$ cat src/rtl/cla_adder_5bit.sv
// 5-bit carry-lookahead adder, registered operands and registered result (2-edge latency).
// Define CLA_CIN_EN to add a registered carry-in port used as c0.
module cla_adder_5bit (
  input  logic       clk,
  input  logic       rst,
  input  logic [4:0] a,
  input  logic [4:0] b,
`ifdef CLA_CIN_EN
  input  logic       cin,
`endif
  output logic [4:0] sum,
  output logic       cout
);

  // No valid/ready: every rising edge launches a new operand pair, and its
  // result is presented on {cout,sum} after the following rising edge.

  logic [4:0] a_r;
  logic [4:0] b_r;
  logic       c0;
  logic [4:0] g;
  logic [4:0] p;
  logic [5:0] c;
  logic [4:0] s;

`ifdef CLA_CIN_EN
  logic cin_r;

  always_ff @(posedge clk or negedge rst) begin
    if (!rst) begin
      cin_r <= 1'b0;
    end else begin
      cin_r <= cin;
    end
  end

  assign c0 = cin_r;
`else
  assign c0 = 1'b0;
`endif

  always_ff @(posedge clk or negedge rst) begin
    if (!rst) begin
      a_r <= '0;
      b_r <= '0;
    end else begin
      a_r <= a;
      b_r <= b;
    end
  end

  assign g = a_r & b_r;
  assign p = a_r ^ b_r;

  // Each carry is a flat sum-of-products of g/p/c0 so no carry waits on another.
  assign c[0] = c0;
  assign c[1] = g[0]
              | (p[0] & c0);
  assign c[2] = g[1]
              | (p[1] & g[0])
              | (p[1] & p[0] & c0);
  assign c[3] = g[2]
              | (p[2] & g[1])
              | (p[2] & p[1] & g[0])
              | (p[2] & p[1] & p[0] & c0);
  assign c[4] = g[3]
              | (p[3] & g[2])
              | (p[3] & p[2] & g[1])
              | (p[3] & p[2] & p[1] & g[0])
              | (p[3] & p[2] & p[1] & p[0] & c0);
  assign c[5] = g[4]
              | (p[4] & g[3])
              | (p[4] & p[3] & g[2])
              | (p[4] & p[3] & p[2] & g[1])
              | (p[4] & p[3] & p[2] & p[1] & g[0])
              | (p[4] & p[3] & p[2] & p[1] & p[0] & c0);

  assign s = p ^ c[4:0];

  always_ff @(posedge clk or negedge rst) begin
    if (!rst) begin
      sum  <= '0;
      cout <= 1'b0;
    end else begin
      sum  <= s;
      cout <= c[5];
    end
  end

endmodule

$ cat config.mk
export PLATFORM = sky130hd
export DESIGN_NAME = cla_adder_5bit
export DESIGN_NICKNAME = d
export VERILOG_FILES = /design/src/rtl/cla_adder_5bit.sv
export SDC_FILE = /design/constraint.sdc
export NUM_CORES = 1
export LEC_CHECK = 0
export ABC_CLOCK_PERIOD_IN_PS = 1400
export CAP_MARGIN = 5
export CELL_PAD_IN_SITES_DETAIL_PLACEMENT = 1
export CELL_PAD_IN_SITES_GLOBAL_PLACEMENT = 2
export CORE_UTILIZATION = 37
export DETAILED_ROUTE_END_ITERATION = 8
export DONT_BUFFER_PORTS = 1
export PLACE_DENSITY = 0.66
export SLEW_MARGIN = 20
export SYNTH_ARGS = -nofsm -noshare
export SYNTH_HDL_FRONTEND = slang
export SYNTH_SLANG_ARGS = --single-unit
$ cat constraint.sdc
create_clock -name clk -period 1.4 [get_ports clk]
set_input_delay 0.14 -clock clk [delete_from_list [all_inputs] [get_ports clk]]
set_output_delay 0.14 -clock clk [all_outputs]
set_load 0.05 [all_outputs]
Word level (Yosys, flattened, before mapping)
Cells that the tools add are included.
{"block": "classes", "n_bitwise": 29}
{"operator": "1-bit AND", "count": 16}
{"operator": "1-bit OR", "count": 10}
{"operator": "5-bit XOR", "count": 2}
{"operator": "5-bit AND", "count": 1}
{"block": "word_totals", "out_inout_bits": 6, "inputBits": 12, "elab_cells": 33, "register_bits": 16}

Longest topological paths before layout
Gate-level depths: netlist (run 1).
{"block": "depth", "ltp_word": 6, "mapped_depth": 4, "depth_no_buf": 4}

Worst setup path after synthesis (run 1)
Ideal clock, no wire load.
{"block": "synth_path", "kind": "flip-flop to flip-flop", "start": "reg a_r[3]", "end": "reg cout", "t_arrival_ps": 1153, "path_slack_ps": 123, "n_path_buf": 0, "setup_time_ps": 124, "stages_incl_launch_ff": 4, "period_less_slack_ps": 1277, "required_ps": 1276, "path_cell_list": "dfrtp_1 ha_1 a21o_1 a211o_1"}
{"block": "synth_between", "elab_chain_len": 6, "elab_cells_between_ends": 13, "classes_between": "13 x bitwise"}
{"item": "from (decl)", "line_no": "18", "text": "logic [4:0] a_r;"}
{"item": "from (signal assigned)", "line_no": "44", "text": "a_r <= '0;"}
{"item": "from (signal assigned)", "line_no": "47", "text": "a_r <= a;"}
{"item": "5-bit AND / 5-bit XOR (equally long branches)", "line_no": "52, 53"}
{"item": "1-bit AND (on tied branches)"}
{"item": "1-bit OR (tied with other cells)", "line_no": "72", "text": "| (p[4] & g[3])"}
{"item": "1-bit OR (tied with other cells)", "line_no": "73", "text": "| (p[4] & p[3] & g[2])"}
{"item": "1-bit OR / 1-bit AND (equally long branches)", "line_no": "74, 75"}
{"item": "1-bit OR *", "line_no": "75", "text": "| (p[4] & p[3] & p[2] & p[1] & g[0])"}
{"item": "net c[5]", "line_no": "23", "text": "logic [5:0] c;"}
{"item": "to (signal assigned)", "line_no": "86", "text": "cout <= c[5];"}
{"item": "to (decl)", "line_no": "12", "text": "output logic cout"}
The timed path passes the listed nets; every way through them passes the cells marked *.

Final worst setup path (run 1)
Same ends and word-level chain as after synthesis.

==> results of run 1 <==
## per-layer routing
layer	share of wire, %	track usage (%)
met1	34	11.2
met4	3.3	9.38
met5	0	0
met2	57	23.7
met3	5.3	3.02
## stage by stage
stage               utilization [%]  cell area, sq um  hold WS [ps]
floorplan                         -               607          -156
global placement               41.1               627          -155
detailed placement             41.1               627          -155
CTS                            50.1               763           361
global route                   50.9               776           383
finish                         50.9               776           333
## cells by family (layout without fill, tap and decap cells)
logic type,Yosys count,after routing,share of synthesized area (%)
fa+ha+maj,7,7,15.7
compound gates,9,9,10.9
simple gates,3,3,2.06
flops,16,16,66.0
buf+inv,4,18,2.47
xor+xnor,2,2,2.89
## critical path, cell delays in order, from the launching register on
cell and delay (ps):
dfrtp_1 370, ha_1 350, a21o_1 230, a211o_1 290
## registers in the layout, summed over array words and instances, names as in the netlist
register / count
a_r: 5
b_r: 5
cout: 1
sum: 5
## power groups by stage
| stage | logic [mW] | clock network (mW) | registers (mW) |
|---|---|---|---|
| after floorplan | 0.0652 | 0 | 0.620 |
| after global placement | 0.0754 | 0 | 0.623 |
| after detailed placement | 0.0808 | 0 | 0.624 |
| after CTS | 0.117 | 0.243 | 0.614 |
| after global routing | 0.132 | 0.254 | 0.619 |
| final | 0.118 | 0.232 | 0.614 |
## cell usage after synthesis, types with 2 or more instances
library cell | number | area, sq um
xnor2_1 | 2 | 17.5
inv_1 | 4 | 15.0
ha_1 | 6 | 75.1
dfrtp_1 | 16 | 400
a21o_1 | 2 | 15.0
a21oi_1 | 2 | 10.0
nor2_1 | 2 | 7.51
## final timing paths
kind / start / endpoint / slack [ps] / depth (start not counted)
max: a_r[3] / cout / 50 / 3
min: rst / sum[4] / 330 / 1
max reg2reg: a_r[3] / cout / 50 / 3
min reg2reg: b_r[0] / sum[0] / 470 / 1
max in group asynchronous: rst / a_r[2] / 630 / 1
min in group clk: b[4] / b_r[4] / 400 / 1
## area by class of cell
type,count,area (sq um)
Clock buffer,3,22.5
Fill cell,166,748
Inverter,4,15.0
Multi-Input combinational cell,21,208
Sequential cell,16,400
Tap cell,16,20.0
Timing Repair Buffer,11,110
## repair_timing
item | 4_1_cts | 5_1_grt
gates resized for setup | 1 | 1
hold buffers | 11 | 0
endpoints found under the setup margin | 1 | 1
hold endpoints to repair | 26 | 0
==> out/qor.txt, run 1 <==
Initial Utilization -> 39.8%
# H-tree levels -> 1
Clock Path Buffers -> 2
Yosys reg bits -> 16
Crit start category -> flip-flop
Cells after synthesis -> 41
F_max -> 0.742 GHz
Final #Nets -> 76
First-pass GRT wire length -> 1610 um
Number of global-route vias before repair -> 421
Post-layout power -> 0.964 mW
Syn nets -> 60
Syn_area_per_cell -> 14.8 sq um
Pwr/cell area -> 1240 nW/um^2
GP Congestion -> 0.682
CP endpoint kind -> flip-flop
Reg clk slew, reported paths -> 80 ps
1st-iter DRT viols -> 7
Fin cells -> 71
Post-CTS setup buffers -> 0
Setup TNS -> 0 ps
Total GRT Usage -> 12.6%
Setup violators final -> 0
Share of post-route cells with drive strength above 1 -> 10.9%
Largest net degree at the start of global routing -> 17
TritonCTS buffer count -> 3
CTS sink cnt -> 16
CTS root buf -> clkbuf_4
Top FF cell, synth -> dfrtp_1
Critical path arrival -> 1520 ps
Cells after DPL -> 57
Setup ws final -> 52.8 ps
Total grt overflow -> 0
Post-synth ARST share -> 100%
Worst slew pin tran -> 687 ps
CTS tree -> built
Core area -> 1520 sq um
Max_slew headroom -> 54.0%
Die Width -> 42.5 um
Most frequent cells in the layout -> dfrtp_1 (16), dlygate4sd3_1 (11), ha_1 (5)
Pleak -> 0.362 nW
Ys Warns -> 0
Crit Path Class -> reg2reg
# rows -> 14
Clock skew -> 3.75 ps
Final hold violations -> 0
Wirelength per Cell -> 13.9 um
Distinct cells, synth -> 14
Sequential share of power -> 63.7%
Antenna violations before repair -> 0
Vias per cell -> 5.41
Antenna viol nets, final -> 0
Logic pwr share -> 12.2%
Sw frac -> 31.2%
Pint -> 0.664 mW
Final cycle utilization of the critical path -> 96.2%
DRC -> 0
DRT Pass-1 Iters -> 4
Clk_lat worst skew -> 280 ps
Seq/Total Area, Yosys -> 66.0%
Worst-path maximum fanout -> 4
Number of diodes -> 0
Drt total wl -> 986 um
Area of the mapped netlist -> 607 sq um
Final min period -> 1350 ps
Max_cap viols -> 0
DR vias -> 384
Die extent in y -> 42.5 um
Pre-CTS setup slack -> 25.2 ps
Slew Viols, Final -> 0
Clock power frac -> 24.0%
Syn-to-layout area delta -> 27.8%
RSZ-0062 raised after global routing -> no
Sw power -> 0.301 mW
Min-delay worst type -> in2async
Most common cell after layout, fill and taps aside -> dfrtp_1
Outcome -> complete, no violations
I/O Buffers -> 0
Worst Path Required -> 1580 ps
# IOs -> 18
Post-synth EDFFs -> 0
Die ar. -> 1810 sq um
Worst VDD drop -> 0.000512 V
Note: power is estimated with default switching activity, not from simulation.
==> inputs of run 2 (changes only) <==
--- a/config.mk
+++ b/config.mk
@@ -6,13 +6,13 @@
 export NUM_CORES = 1
 export LEC_CHECK = 0
 export ABC_CLOCK_PERIOD_IN_PS = 1400
-export CAP_MARGIN = 5
+export CAP_MARGIN = 20
 export CELL_PAD_IN_SITES_DETAIL_PLACEMENT = 1
 export CELL_PAD_IN_SITES_GLOBAL_PLACEMENT = 2
-export CORE_UTILIZATION = 37
+export CORE_UTILIZATION = 29
 export DETAILED_ROUTE_END_ITERATION = 8
-export DONT_BUFFER_PORTS = 1
-export PLACE_DENSITY = 0.66
+export PLACE_DENSITY = 0.7
+export SKIP_CTS_REPAIR_TIMING = 1
 export SLEW_MARGIN = 20
 export SYNTH_ARGS = -nofsm -noshare
 export SYNTH_HDL_FRONTEND = slang
==> out/qor.txt, run 2 (synthesis results as in run 1) <==
Total GRT Usage -> 10.3%
Most frequent cells in the layout -> dfrtp_1 (16), clkdlybuf4s50_1 (11), buf_4 (7)
DRT Pass-1 Iters -> 3
Crit-path leading delay family -> compound AO/OA/AOI/OAI gates
CP endpoint kind -> flip-flop
Worst stage delay on the critical path -> 370 ps
Pwr/cell area -> 1200 nW/um^2
Pleak -> 0.394 nW
CTS sink cnt -> 16
Cells after DPL -> 86
Antenna viol nets, final -> 0
Share of post-route cells with drive strength above 1 -> 22.6%
First-pass GRT wire length -> 1490 um
DR vias -> 377
DRC -> 0
Worst Path Required -> 1560 ps
Total grt overflow -> 0
HPWL after detailed placement -> 720 um
Initial Utilization -> 30.9%
Worst-path maximum fanout -> 4
Final #Nets -> 83
Outcome -> complete, no violations
Critical-path cell list -> ha_1 -> a21o_1 -> a211o_1
Number of global-route vias before repair -> 361
Crit Path Class -> reg2reg
Die ar. -> 2280 sq um
Die Width -> 47.7 um
CTS tree -> built
Worst slew pin tran -> 205 ps
Worst VDD drop -> 0.000430 V
Fin cells -> 89
Max_cap viols -> 0
Critical path arrival -> 1520 ps
Register-to-register setup slack -> 50 ps
F_max -> 0.739 GHz
Post-layout power -> 1.01 mW
Final hold violations -> 0
Min-delay worst type -> in2async
Drt total wl -> 996 um
Setup TNS -> 0 ps
RSZ-0062 raised after global routing -> no
CTS root buf -> clkbuf_4
# IOs -> 18
CP Buf/Inv Count -> 0
GP Congestion -> 0.665
Clock skew -> 1.67 ps
Clock Path Buffers -> 2
Reg clk slew, reported paths -> 80 ps
Vias per cell -> 4.24
Antenna violations before repair -> 0
Max_slew headroom -> 86.3%
Final min period -> 1350 ps
Reg-to-Reg Start -> a_r[3]
Die extent in y -> 47.7 um
Core area -> 1960 sq um
TritonCTS buffer count -> 3
Wirelength per Cell -> 11.2 um
Syn-to-layout area delta -> 39.6%
1st-iter DRT viols -> 6
Top Registers -> a_r x5, b_r x5, sum x5
Crit start category -> flip-flop
Largest net degree at the start of global routing -> 17
Reg2reg end -> cout
Worst R2R Path Depth -> 3
Slowest-stage cell, CP -> dfrtp_1
I/O Buffers -> 17
Most common cell after layout, fill and taps aside -> dfrtp_1
Filler cell count -> 220
Slew Viols, Final -> 0
Setup violators final -> 0
# H-tree levels -> 1
# rows -> 16
Final cycle utilization of the critical path -> 96.7%
Number of diodes -> 0
Clk_lat worst skew -> 270 ps
==> run 2: changes by cell type in the layout (fill, tap and decap cells not counted) <==
cell and delta:
buf_4 +7, a211oi_2 +1, a211oi_1 -1, clkdlybuf4s50_1 +11
dlygate4sd3_1 -11
==> run 2: layer usage <==
metal / routed length, um / up-vias / GRT usage, %
li1: - / 180 / -
met4: 8 / 0 / 6.67
met3: 48 / 2 / 4.91
met1: 469 / 181 / 13.6
met5: 0 / - / 0
met2: 470 / 14 / 13.2
==> run 2: stage by stage <==
step                area [sq um]  utilization (%)  setup WS (ps)  hold WS [ps]
floorplan                    607                -            123          -156
global route                 847             43.2          0.796           192
CTS                          826             42.1           3.42           190
finish                       847             43.2           45.9           187
global placement             803             40.9           41.0           454
detailed placement           803             40.9           22.6           465
==> run 2: worst max path at each step <==
| stage | from | slack, ps | cells after the start | to |
|---|---|---|---|---|
| finish | a_r[3] | 50 | 3 | cout |
| global route | a_r[3] | 0.8 | 3 | cout |
| CTS | a_r[1] | 3 | 4 | cout |
| detailed placement | a_r[1] | 20 | 4 | cout |
| global placement | a_r[1] | 40 | 4 | cout |
| floorplan | a_r[3] | 120 | 3 | cout |
==> run 2: layout make-up <==
class / instances / area (sq um) / share of cell area [%]
Sequential cell: 16 / 400 / 47.3
Multi-Input combinational cell: 21 / 213 / 25.1
Timing Repair Buffer: 18 / 163 / 19.2
Tap cell: 27 / 33.8 / 3.99
Clock buffer: 3 / 22.5 / 2.66
Inverter: 4 / 15.0 / 1.77
==> run 2: where the power goes <==
group | leakage [nW] | switching (mW) | internal (mW)
clock | 0.0138 | 0.130 | 0.0996
sequential | 0.187 | 0.0142 | 0.502
combinational | 0.193 | 0.161 | 0.106
